File: src/rtl/vec_div_scalar.sv
// -----------------------------------------------------------------------------
// vec_div_scalar
//   Sequential Q16.16 vector-by-scalar divider: out_i = (x_i << FRAC) / a for
//   i = 0..2. A single restoring divider works through the three components in
//   turn. The handshake is valid/ready on both the input and the output side.
//   The latency is fixed at 3*(W+FRAC+2) cycles from the accept edge to
//   out_valid, whatever the data.
//
// Ports
//   clk          rising-edge clock
//   rst          synchronous active-high reset (aborts any divide in flight)
//   x0,x1,x2     signed dividend vector, Q16.16
//   a            signed divisor, Q16.16
//   in_valid     input vector/divisor valid
//   in_ready     block idle, accepts input
//   out0..out2   signed quotient vector, Q16.16
//   out_valid    results valid, held until out_ready
//   out_ready    downstream accepts results
//   div0         divisor was zero for this result
//   sat          at least one component saturated
// -----------------------------------------------------------------------------
module vec_div_scalar #(
    parameter int W    = 32,
    parameter int FRAC = 16
) (
    input  logic         clk,
    input  logic         rst,
    input  logic [W-1:0] x0,
    input  logic [W-1:0] x1,
    input  logic [W-1:0] x2,
    input  logic [W-1:0] a,
    input  logic         in_valid,
    output logic         in_ready,
    output logic [W-1:0] out0,
    output logic [W-1:0] out1,
    output logic [W-1:0] out2,
    output logic         out_valid,
    input  logic         out_ready,
    output logic         div0,
    output logic         sat
);
    localparam int DW = W + FRAC;
    localparam int CW = $clog2(DW);

    localparam logic [W-1:0]  MAX_POS = {1'b0, {(W-1){1'b1}}};
    localparam logic [W-1:0]  MIN_NEG = {1'b1, {(W-1){1'b0}}};
    // Largest quotient magnitudes that still fit each sign of the result.
    localparam logic [DW-1:0] Q_POS_LIM = {{(FRAC+1){1'b0}}, {(W-1){1'b1}}};
    localparam logic [DW-1:0] Q_NEG_LIM = {{FRAC{1'b0}}, 1'b1, {(W-1){1'b0}}};

    typedef enum logic [2:0] {S_IDLE, S_SETUP, S_ITER, S_FIX, S_DONE} state_t;

    state_t          r_state, w_next;
    logic [W-1:0]    r_x0, r_x1, r_x2, r_a;
    logic [1:0]      r_idx;
    logic [DW-1:0]   r_dvd;      // dividend in, quotient shifted in from the LSB
    logic [W-1:0]    r_rem;
    logic [CW-1:0]   r_cnt;
    logic            r_sat_acc;

    logic [W-1:0]    w_xi, w_mag_x, w_mag_a, w_res;
    logic [W:0]      w_rem_sh;
    logic            w_ge, w_neg, w_sat_c;

    assign in_ready  = (r_state == S_IDLE);
    assign out_valid = (r_state == S_DONE);

    // Select the component currently being divided.
    always_comb begin
        w_xi = r_x0;
        case (r_idx)
            2'd1:    w_xi = r_x1;
            2'd2:    w_xi = r_x2;
            default: w_xi = r_x0;
        endcase
    end

    // Magnitudes as unsigned W bits; -2^(W-1) maps to 2^(W-1), which still fits.
    assign w_mag_x = w_xi[W-1] ? (~w_xi + 1'b1) : w_xi;
    assign w_mag_a = r_a[W-1]  ? (~r_a  + 1'b1) : r_a;

    // One restoring step. The remainder stays below |a| <= 2^(W-1), so the
    // subtraction result always fits in W bits when it is taken.
    assign w_rem_sh = {r_rem, r_dvd[DW-1]};
    assign w_ge     = (w_rem_sh >= {1'b0, w_mag_a});

    assign w_neg = w_xi[W-1] ^ r_a[W-1];

    // Sign fix-up and saturation of the finished quotient (r_dvd).
    always_comb begin
        w_res   = '0;
        w_sat_c = 1'b0;
        if (r_a == '0) begin
            if (w_xi == '0)     w_res = '0;
            else if (w_xi[W-1]) w_res = MIN_NEG;
            else                w_res = MAX_POS;
        end else if (!w_neg) begin
            if (r_dvd > Q_POS_LIM) begin
                w_res   = MAX_POS;
                w_sat_c = 1'b1;
            end else begin
                w_res = r_dvd[W-1:0];
            end
        end else begin
            if (r_dvd > Q_NEG_LIM) begin
                w_res   = MIN_NEG;
                w_sat_c = 1'b1;
            end else begin
                w_res = ~r_dvd[W-1:0] + 1'b1;
            end
        end
    end

    always_ff @(posedge clk) begin
        if (rst) r_state <= S_IDLE;
        else     r_state <= w_next;
    end

    always_comb begin
        w_next = r_state;
        case (r_state)
            S_IDLE:  if (in_valid) w_next = S_SETUP;
            S_SETUP: w_next = S_ITER;
            S_ITER:  if (r_cnt == CW'(DW-1)) w_next = S_FIX;
            S_FIX:   w_next = (r_idx == 2'd2) ? S_DONE : S_SETUP;
            S_DONE:  if (out_ready) w_next = S_IDLE;
            default: w_next = S_IDLE;
        endcase
    end

    always_ff @(posedge clk) begin
        if (rst) begin
            r_x0      <= '0;
            r_x1      <= '0;
            r_x2      <= '0;
            r_a       <= '0;
            r_idx     <= '0;
            r_dvd     <= '0;
            r_rem     <= '0;
            r_cnt     <= '0;
            r_sat_acc <= 1'b0;
            out0      <= '0;
            out1      <= '0;
            out2      <= '0;
            div0      <= 1'b0;
            sat       <= 1'b0;
        end else begin
            case (r_state)
                S_IDLE: begin
                    if (in_valid) begin
                        r_x0      <= x0;
                        r_x1      <= x1;
                        r_x2      <= x2;
                        r_a       <= a;
                        r_idx     <= '0;
                        r_sat_acc <= 1'b0;
                    end
                end
                S_SETUP: begin
                    r_dvd <= {w_mag_x, {FRAC{1'b0}}};
                    r_rem <= '0;
                    r_cnt <= '0;
                end
                S_ITER: begin
                    r_dvd <= {r_dvd[DW-2:0], w_ge};
                    r_rem <= w_ge ? (w_rem_sh[W-1:0] - w_mag_a) : w_rem_sh[W-1:0];
                    r_cnt <= r_cnt + 1'b1;
                end
                S_FIX: begin
                    case (r_idx)
                        2'd0:    out0 <= w_res;
                        2'd1:    out1 <= w_res;
                        default: out2 <= w_res;
                    endcase
                    r_sat_acc <= r_sat_acc | w_sat_c;
                    r_idx     <= r_idx + 1'b1;
                    // Flags are published only as the vector completes.
                    if (r_idx == 2'd2) begin
                        div0 <= (r_a == '0);
                        sat  <= r_sat_acc | w_sat_c;
                    end
                end
                default: ;
            endcase
        end
    end

endmodule

File: config.mk
export PLATFORM = sky130hd
export DESIGN_NAME = vec_div_scalar
export DESIGN_NICKNAME = d
export VERILOG_FILES = /design/src/rtl/vec_div_scalar.sv
export SDC_FILE = /design/constraint.sdc
export NUM_CORES = 1
export LEC_CHECK = 0
export CAP_MARGIN = 0
export CORE_ASPECT_RATIO = 0.5
export CORE_MARGIN = 3
export CORE_UTILIZATION = 55
export CTS_BUF_LIST = sky130_fd_sc_hd__clkbuf_8 sky130_fd_sc_hd__clkbuf_16
export CTS_CLUSTER_DIAMETER = 30
export CTS_CLUSTER_SIZE = 20
export DETAILED_ROUTE_END_ITERATION = 8
export PLACE_DENSITY = 0.81
export SLEW_MARGIN = 20
export SYNTH_ARGS = -nofsm -noshare
export SYNTH_HDL_FRONTEND = slang
export SYNTH_SLANG_ARGS = --single-unit
export TNS_END_PERCENT = 1
File: constraint.sdc
create_clock -name clk -period 14.9 [get_ports clk]
set_input_delay 2.98 -clock clk [delete_from_list [all_inputs] [get_ports clk]]
set_output_delay 2.98 -clock clk [all_outputs]
set_load 0.02 [all_outputs]
==> impl_metrics.env, run 1 <==
export IMPL_use_met3=0.0534
export IMPL_clk_pin_slew_ps=70
export IMPL_ys_async_sr_fraction=0
export IMPL_ys_ff_latch=318
export IMPL_clk_latency_ps=560
export IMPL_vdd_drop_max_mv=0.0762
export IMPL_period_minus_slack_ps=6360
export IMPL_synth_main_ff_cell="dfxtp_1"
export IMPL_grt_pass1_vias=14400
export IMPL_synth_top_area_share=0.398
export IMPL_utilization=0.702
export IMPL_finalMaxSlewViolations=0
export IMPL_critical_path_class="flip-flop to flip-flop"
export IMPL_regToRegStartpoint="r_a[2]"
export IMPL_clockBufferDepth=3
export IMPL_synth_common_cells="nand2_1, dfxtp_1, a21oi_1"
export IMPL_cts_repair_resized=0
export IMPL_syn_nets=2251
export IMPL_netlist_area_sq_um=16000
export IMPL_hold_buffers=0
export IMPL_drive_above_1_share=0.0516
export IMPL_core_sq_um=28100
export IMPL_cp_arrival_ps=6760
export IMPL_rows=43
export IMPL_grt_overflow=0
export IMPL_critPathCaptureType="flip-flop"
export IMPL_design_die_area_sq_um=31300
export IMPL_vias=15500
export IMPL_rsz0062_at_grt="no"
export IMPL_finalCritPeriodShare=0.427
export IMPL_avgSynthCellArea_sq_um=7.69
export IMPL_worst_slack_ps=8540
export IMPL_grt_busiest_layer="met2"
export IMPL_synth_edf_count=0
export IMPL_synthCells=2079
export IMPL_holdCritPathClass="flip-flop to flip-flop"
export IMPL_postRouteAntennaNets=0
export IMPL_numCtsBuffers=38
export IMPL_synth_area_leaders="dfxtp_1, nand2_1, a21oi_1"
export IMPL_drc=0
export IMPL_firstDrtPassIters=6
export IMPL_yosysSeqAreaShare=0.398
export IMPL_cts_num_sinks=318
export IMPL_die_y_microns=127
export IMPL_ios=232
export IMPL_setup_viol=0
export IMPL_cts_tree="yes"
export IMPL_finalClockSkew_ps=26.1
export IMPL_outcome="complete, no violations"
export IMPL_hp_start="r_x2[14]"
export IMPL_wl_microns=45200
export IMPL_grt_util_all_layers=0.282
export IMPL_placed_cells=2560
export IMPL_cts_htree_levels=2
export IMPL_power_density_nw_per_um2=135
export IMPL_pwr_share_seq=0.350
export IMPL_initialDrtViolationCount=1295
export IMPL_yosysMostFrequentCell="nand2_1"
export IMPL_switchingPower_uw=958
export IMPL_portBuffers=231
export IMPL_sw_frac_of_total=0.359
export IMPL_met2_usage=0.462
export IMPL_die_x_microns=247
export IMPL_drt_wirelength_per_cell_microns=17.2
export IMPL_start_kind="flip-flop"
export IMPL_final_setup_tns_ps=0
export IMPL_antenna_found_initial=0
export IMPL_n_antenna_cell=0
export IMPL_met1_usage=0.374
export IMPL_syn2layout_area_growth_pct=23.6
export IMPL_crit_fanout=31
export IMPL_cts_root_buf="clkbuf_16"
export IMPL_post_cts_setup_buffer_count=0
export IMPL_drv_cap=0
export IMPL_place_ws_ps=8630
export IMPL_p_int_uw=1710
export IMPL_initial_utilization=0.568
export IMPL_grt_pass1_wl_microns=73000
export IMPL_gp_congestion=0.922
export IMPL_dp_final_hpwl_microns=31000
export IMPL_fin_hold_ws_ps=454
export IMPL_p_leak_uw=0.00727
export IMPL_tightestPinTransition_ps=1090
export IMPL_final_nets=2391
export IMPL_pwr_share_comb=0.282
export IMPL_final_cells=2630
export IMPL_critical_path_startpoint="r_a[2]"
export IMPL_viasPerCell=5.88
export IMPL_clkPwrFrac=0.367
export IMPL_grt_max_degree=106
export IMPL_synth_warnings=0
export IMPL_synth_top_cell_by_area="dfxtp_1"
export IMPL_synth_cell_type_count=72
export IMPL_slew_headroom=0.268
export IMPL_required_ps=15300
export IMPL_fmax_mhz=157
export IMPL_finalHoldViolCount=0
## critical path, stage by stage, from the launching register on
cell       delay [ps]
dfxtp_1           350
nor3_1            330
nand3_1           170
nand3b_1          260
nand2b_1          200
or4_1             500
nand2b_1          240
or3_1             430
o31ai_1           260
xor2_1            110
ha_1              230
a21o_1            180
a21o_1            180
a21oi_1           220
o21ai_0           210
or4b_2            680
o32ai_4           470
buf_4             450
nand2b_1          430
a2bb2oi_1         210
o21ai_0           100
## logic make-up (layout without fill, tap and decap cells)
logic type | after synthesis | count (layout) | synth area share
xor gates and xnor gates | 89 | 89 | 0.0488
AOI/OAI and AO/OA | 614 | 614 | 0.239
muxes | 25 | 25 | 0.0157
and+or+nand+nor | 823 | 823 | 0.225
buffers and inverters | 170 | 339 | 0.0406
adders and majority gates | 40 | 40 | 0.0318
DFF | 318 | 318 | 0.398
## power by group through the flow
| stage | clock (uW) | sequential [uW] | combinational (uW) |
|---|---|---|---|
| after global placement | 0 | 951 | 730 |
| after global routing | 1030 | 940 | 826 |
| after detailed placement | 0 | 952 | 734 |
| final | 980 | 935 | 753 |
| after floorplan | 0 | 949 | 517 |
| after CTS | 989 | 934 | 740 |
## final timing paths
check | endpoint | slack, ps | depth (start not counted)
worst min register to register | r_x2[14] | 450 | 2
worst max-delay path | r_rem[29] | 8540 | 20
worst max register to register | r_rem[29] | 8540 | 20
worst min-delay path | r_x2[14] | 450 | 2
## cell usage in the layout, fill, tap and decap left out, drive strengths merged, types with 13 or more instances in the layout
cell type,Yosys,layout
nand2,372,372
dfxtp,318,318
a21oi,258,258
nor2,252,252
clkdlybuf4s50,0,230
o21ai,81,81
a211oi,78,78
a22oi,57,57
nor3,56,56
xor2,48,48
xnor2,41,41
clkbuf,134,41
ha,39,39
inv,22,35
mux2i,24,24
nand3,24,24
a22o,22,22
a21o,21,21
a31oi,17,17
nor4,17,17
buf,13,16
o31ai,13,13
or4,13,13
## final cells by class
type                            count  area [sq um]
Tap cell                          382           478
Inverter                           23          86.3
Timing Repair Buffer              247          2450
Sequential cell                   318          6370
Multi-Input combinational cell   1591          9020
Clock inverter                     29           375
Clock buffer                       40           978
Fill cell                        2308          8390
## metrics by stage
step,total power (uW),instance area [sq um]
finish,2670,19700
global route,2800,19700
CTS,2660,19700
detailed placement,1690,18400
global placement,1680,18400
floorplan,1470,16000
## sequential cells by signal, summed over array words and instances, names as in the netlist
register,cells
r_dvd,48
out0,32
out1,32
out2,32
r_a,32
r_rem,32
r_x0,32
r_x1,32
r_x2,32
r_cnt,6
r_state,3
r_idx,2
div0,1
r_sat_acc,1
sat,1
## per-layer routing
metal	part of all wire	vias to the layer above
li1	-	7608
met1	0.43	7224
met2	0.47	519
met3	0.065	103
met4	0.031	0
met5	0	-
Note: power is estimated with default switching activity, not from simulation.
==> run 2: changes to the inputs <==
==> constraint.sdc (replaced) <==
create_clock -name clk -period 6.1 [get_ports clk]
set_input_delay 1.22 -clock clk [delete_from_list [all_inputs] [get_ports clk]]
set_output_delay 1.22 -clock clk [all_outputs]
set_load 0.02 [all_outputs]
==> run 2 against run 1 <==
Compared with the run above:
- first-iteration DRC count rose by 17%
- sequential power rose by 140%
- critical path type unchanged
- global-route usage barely moved
- hold slack got worse by 3.4 ps
- clock skew fell by 11 ps
- sequential share of layout area barely moved
- fmax rose by 14%
- critical path depth fell by 1
==> impl_metrics.env, run 2 (synthesis gave the netlist of run 1 again) <==
export IMPL_die_x_microns=247
export IMPL_grt_util_all_layers=0.282
export IMPL_holdCritPathClass="flip-flop to flip-flop"
export IMPL_reg2reg_slack_ps=540
export IMPL_p_leak_uw=0.00730
export IMPL_top_register="r_dvd"
export IMPL_postRouteAntennaNets=0
export IMPL_finalCritPeriodShare=0.911
export IMPL_fin_hold_ws_ps=451
export IMPL_post_cts_setup_buffer_count=0
export IMPL_hold_buffers=0
export IMPL_grt_max_degree=148
export IMPL_viasPerCell=5.88
export IMPL_required_ps=6480
export IMPL_gp_congestion=0.936
export IMPL_tightestPinTransition_ps=1070
export IMPL_endpoint="r_rem[20]"
export IMPL_power_density_nw_per_um2=329
export IMPL_initial_utilization=0.568
export IMPL_r2r_cells=19
export IMPL_finalMaxSlewViolations=0
export IMPL_grt_overflow=0
export IMPL_die_y_microns=127
export IMPL_cts_root_buf="clkbuf_16"
export IMPL_utilization=0.702
export IMPL_period_minus_slack_ps=5560
export IMPL_critical_path_class="flip-flop to flip-flop"
export IMPL_grt_pass1_vias=14600
export IMPL_outcome="complete, no violations"
export IMPL_antenna_found_initial=0
export IMPL_finalHoldViolCount=0
export IMPL_cts_htree_levels=2
export IMPL_firstDrtPassIters=6
export IMPL_final_cell_mix="nand2_1, dfxtp_1, a21oi_1"
export IMPL_cts_repair_resized=0
export IMPL_grt_pass1_wl_microns=73300
export IMPL_finalClockSkew_ps=14.9
export IMPL_cp_arrival_ps=5930
export IMPL_vias=15500
export IMPL_final_nets=2394
export IMPL_slew_headroom=0.284
export IMPL_syn2layout_area_growth_pct=23.6
export IMPL_final_common_cell="nand2_1"
export IMPL_drc=0
export IMPL_portBuffers=231
export IMPL_n_antenna_cell=0
export IMPL_cts_tree="yes"
export IMPL_timing_rr_end="r_rem[20]"
export IMPL_core_sq_um=28100
export IMPL_drv_cap=0
export IMPL_drt_wirelength_per_cell_microns=17.1
export IMPL_ios=232
export IMPL_rsz0062_at_grt="no"
export IMPL_setup_viol=0
export IMPL_fmax_mhz=180
export IMPL_numCtsBuffers=39
export IMPL_regArea_sq_um=6370
export IMPL_rows=43
export IMPL_dp_final_hpwl_microns=31000
export IMPL_initialDrtViolationCount=1517
export IMPL_crit_fanout=37
export IMPL_clockBufferDepth=3
export IMPL_start_kind="flip-flop"
export IMPL_vdd_drop_max_mv=0.204
export IMPL_multiInputGateArea_sq_um=9010
export IMPL_design_die_area_sq_um=31300
export IMPL_fillers=2321
export IMPL_wl_microns=45100
export IMPL_largest_register_ffs=48
export IMPL_cts_num_sinks=318
export IMPL_critPathCaptureType="flip-flop"
export IMPL_clk_pin_slew_ps=60
export IMPL_final_setup_tns_ps=0
export IMPL_drive_above_1_share=0.0515
export IMPL_critical_path_startpoint="r_a[2]"
export IMPL_clk_latency_ps=530
export IMPL_regToRegStartpoint="r_a[2]"
[run 2: cell count changes in the layout (fill, tap and decap cells not counted), moves of 2 or more]
| cell | change |
|---|---|
| inv_6 | -2 |
| inv_1 | +3 |
| clkinv_8 | -6 |
| inv_8 | -3 |
| clkbuf_16 | +3 |
| clkinv_2 | +5 |
[run 2: layer usage]
layer,part of all wire,vias up,GRT usage
met4,0.032,0,0.0979
met3,0.060,100,0.0444
met2,0.46,502,0.465
met1,0.45,7238,0.378
li1,-,7639,-
met5,0,-,0
[run 2: final cells by class]
class | count | share of cell area
Clock buffer | 44 | 0.0540
Clock inverter | 26 | 0.0133
Inverter | 23 | 0.00437
Multi-Input combinational cell | 1591 | 0.456
Sequential cell | 318 | 0.322
Tap cell | 382 | 0.0242
Timing Repair Buffer | 249 | 0.125
[run 2: critical path, stage by stage, from the launching register on]
cell,delay (ps)
dfxtp_1,350
nor3_1,340
nand3_1,170
nand3b_1,270
nand2b_1,200
or4_1,470
nand2b_1,210
or3_1,440
o31ai_1,290
xor2_1,110
ha_1,240
a21o_1,180
a21o_1,170
a21oi_1,210
o21ai_0,190
or4b_2,680
o32ai_4,130
buf_4,400
mux2i_1,240
o21ai_0,80
[run 2: stage by stage]
stage	instances	power, uW	instance area, sq um	setup slack, ps
detailed placement	2562	4120	18400	592
CTS	2632	6490	19700	562
global route	2633	6810	19800	120
floorplan	2079	3580	16000	1140
global placement	2562	4100	18400	724
finish	2633	6490	19800	545
[run 2: how the worst min path moves through the flow]
| stage | startpoint | to | slack [ps] | cells past startpoint |
|---|---|---|---|---|
| 3_3_place_gp | out2[23] | out2[23] | 440 | 2 |
| 4_1_cts | r_x0[11] | r_x0[11] | 450 | 2 |
| 5_1_grt | r_x1[4] | r_x1[4] | 470 | 2 |
| 6_report | r_x0[11] | r_x0[11] | 450 | 2 |
| 2_1_floorplan | r_x0[11] | r_x0[11] | 430 | 2 |
| 3_5_place_dp | r_x0[11] | r_x0[11] | 450 | 2 |
[run 2: power by group]
group	internal, uW	switching (uW)
Combinational	628	1220
Sequential	2190	88.5
Clock	1410	957
Total	4230	2260
==> run 3: changes to the inputs <==
--- a/config.mk
+++ b/config.mk
@@ -14,6 +14,7 @@
 export CTS_CLUSTER_SIZE = 20
 export DETAILED_ROUTE_END_ITERATION = 8
 export PLACE_DENSITY = 0.81
+export RECOVER_POWER = 100
 export SLEW_MARGIN = 20
 export SYNTH_ARGS = -nofsm -noshare
 export SYNTH_HDL_FRONTEND = slang
==> run 3 against run 2 <==
Compared with the run above:
- the run now ends with max-capacitance violations, max-slew violations left
- critical endpoint is now r_dvd[31]
- sequential share of layout area is 0.12 points higher
- combinational power hardly changed
- power is 0.32% lower
- flip-flop and latch count stayed put
==> impl_metrics.env, run 3 (synthesis gave the netlist of run 1 again) <==
export IMPL_post_cts_setup_buffer_count=0
export IMPL_die_x_microns=247
export IMPL_cts_root_buf="clkbuf_16"
export IMPL_drc=0
export IMPL_worst_slack_ps=465
export IMPL_required_ps=6410
export IMPL_top_register="r_dvd"
export IMPL_ios=232
export IMPL_critical_path_class="input port to flip-flop"
export IMPL_finalMaxSlewViolations=381
export IMPL_critPathCaptureType="flip-flop"
export IMPL_initialDrtViolationCount=1379
export IMPL_antenna_found_initial=0
export IMPL_n_antenna_cell=0
export IMPL_cts_num_sinks=318
export IMPL_holdCritPathClass="flip-flop to flip-flop"
export IMPL_clk_pin_slew_ps=60
export IMPL_initial_utilization=0.568
export IMPL_grt_pass1_vias=14600
export IMPL_use_met3=0.0444
export IMPL_min_to="out2[23]"
export IMPL_clockBufferDepth=3
export IMPL_period_minus_slack_ps=5630
export IMPL_rsz0062_at_grt="no"
export IMPL_grt_pass1_wl_microns=73300
export IMPL_syn2layout_area_growth_pct=23.2
export IMPL_design_die_area_sq_um=31300
export IMPL_drive_above_1_share=0.0480
export IMPL_fmax_mhz=177
export IMPL_p_leak_uw=0.00762
export IMPL_gp_congestion=0.936
export IMPL_vias=15600
export IMPL_core_sq_um=28100
export IMPL_start_kind="input port"
export IMPL_numCtsBuffers=39
export IMPL_reg2reg_slack_ps=500
export IMPL_firstDrtPassIters=5
export IMPL_timing_rr_end="r_rem[20]"
export IMPL_outcome="finished with violations"
export IMPL_hold_buffers=0
export IMPL_drt_wirelength_per_cell_microns=17.1
export IMPL_total_power_uw=6470
export IMPL_grt_overflow=0
export IMPL_wl_microns=45100
export IMPL_crit_fanout=147
export IMPL_power_density_nw_per_um2=329
export IMPL_cts_repair_resized=0
export IMPL_finalClockSkew_ps=14.9
export IMPL_dp_final_hpwl_microns=31000
export IMPL_place_ws_ps=592
export IMPL_grt_max_degree=148
export IMPL_final_setup_tns_ps=0
export IMPL_final_nets=2394
export IMPL_multiInputGateArea_sq_um=8990
export IMPL_postRouteAntennaNets=0
export IMPL_holdPathStages=2
export IMPL_fillers=2334
export IMPL_met2_usage=0.465
export IMPL_vdd_drop_max_mv=0.196
export IMPL_largest_register_ffs=48
export IMPL_rows=43
export IMPL_finalCritPeriodShare=0.924
export IMPL_viasPerCell=5.91
export IMPL_regArea_sq_um=6370
export IMPL_finalHoldViolCount=0
export IMPL_violations="max-capacitance violations, max-slew violations"
export IMPL_grt_util_all_layers=0.282
export IMPL_setup_viol=0
export IMPL_cts_htree_levels=2
export IMPL_r2r_cells=19
export IMPL_met1_usage=0.378
export IMPL_final_common_cell="nand2_1"
export IMPL_die_y_microns=127
export IMPL_portBuffers=231
export IMPL_slew_headroom=-0.980
export IMPL_grt_busiest_layer="met2"
export IMPL_drv_cap=4
export IMPL_regToRegStartpoint="r_a[2]"
export IMPL_hp_start="out2[23]"
export IMPL_clk_latency_ps=530
export IMPL_tightestPinTransition_ps=2970
export IMPL_final_cell_mix="nand2_1, dfxtp_1, a21oi_1"
export IMPL_cp_arrival_ps=5940
export IMPL_cts_tree="yes"
-- run 3: changes by cell type in the layout (fill, tap and decap cells not counted), sizes merged --
cell	change
buf	-4
clkbuf	+4
clkdlybuf4s50	-100
dlygate4sd3	+100
-- run 3: how the worst max path moves through the flow --
stage,startpoint,to,slack [ps],cells after the start
after CTS,r_a[2],r_rem[20],560,19
after global placement,r_a[2],r_rem[14],720,19
final,rst,r_dvd[31],470,4
after floorplan,r_a[2],r_rem[23],1140,19
after global routing,r_a[2],r_rem[20],60,19
after detailed placement,r_a[2],r_rem[20],590,19
-- run 3: report_power, final --
group	internal, uW	switching (uW)
combinational	609	1210
clock	1410	957
sequential	2190	87.9
-- run 3: critical path, cell delays in order --
cell,delay (ps)
clkbuf_2,2020
buf_2,2070
nand2b_1,340
o22ai_1,100
-- run 3: stage by stage --
| step | util | instances | cell area [sq um] | hold slack, ps |
|---|---|---|---|---|
| finish | 0.699 | 2633 | 19700 | 451 |
| global route | 0.699 | 2633 | 19700 | 471 |
| CTS | 0.701 | 2632 | 19700 | 454 |
| detailed placement | 0.654 | 2562 | 18400 | 445 |
| global placement | 0.654 | 2562 | 18400 | 439 |
| floorplan | - | 2079 | 16000 | 433 |
-- run 3: area by class of cell --
class / instances / share of cell area
sequential: 318 / 0.323
multi-input combinational: 1591 / 0.457
inverter: 23 / 0.00439
clock inverter: 26 / 0.0134
clock buffer: 44 / 0.0542
tap: 382 / 0.0243
timing repair buffer: 249 / 0.123
-- run 3: per-layer routing --
metal / share of wire / up-vias / routed length [microns]
met5: 0 / - / 0
met4: 0.033 / 0 / 1490
met3: 0.056 / 116 / 2540
met2: 0.46 / 487 / 20800
met1: 0.45 / 7316 / 20300
li1: - / 7635 / -
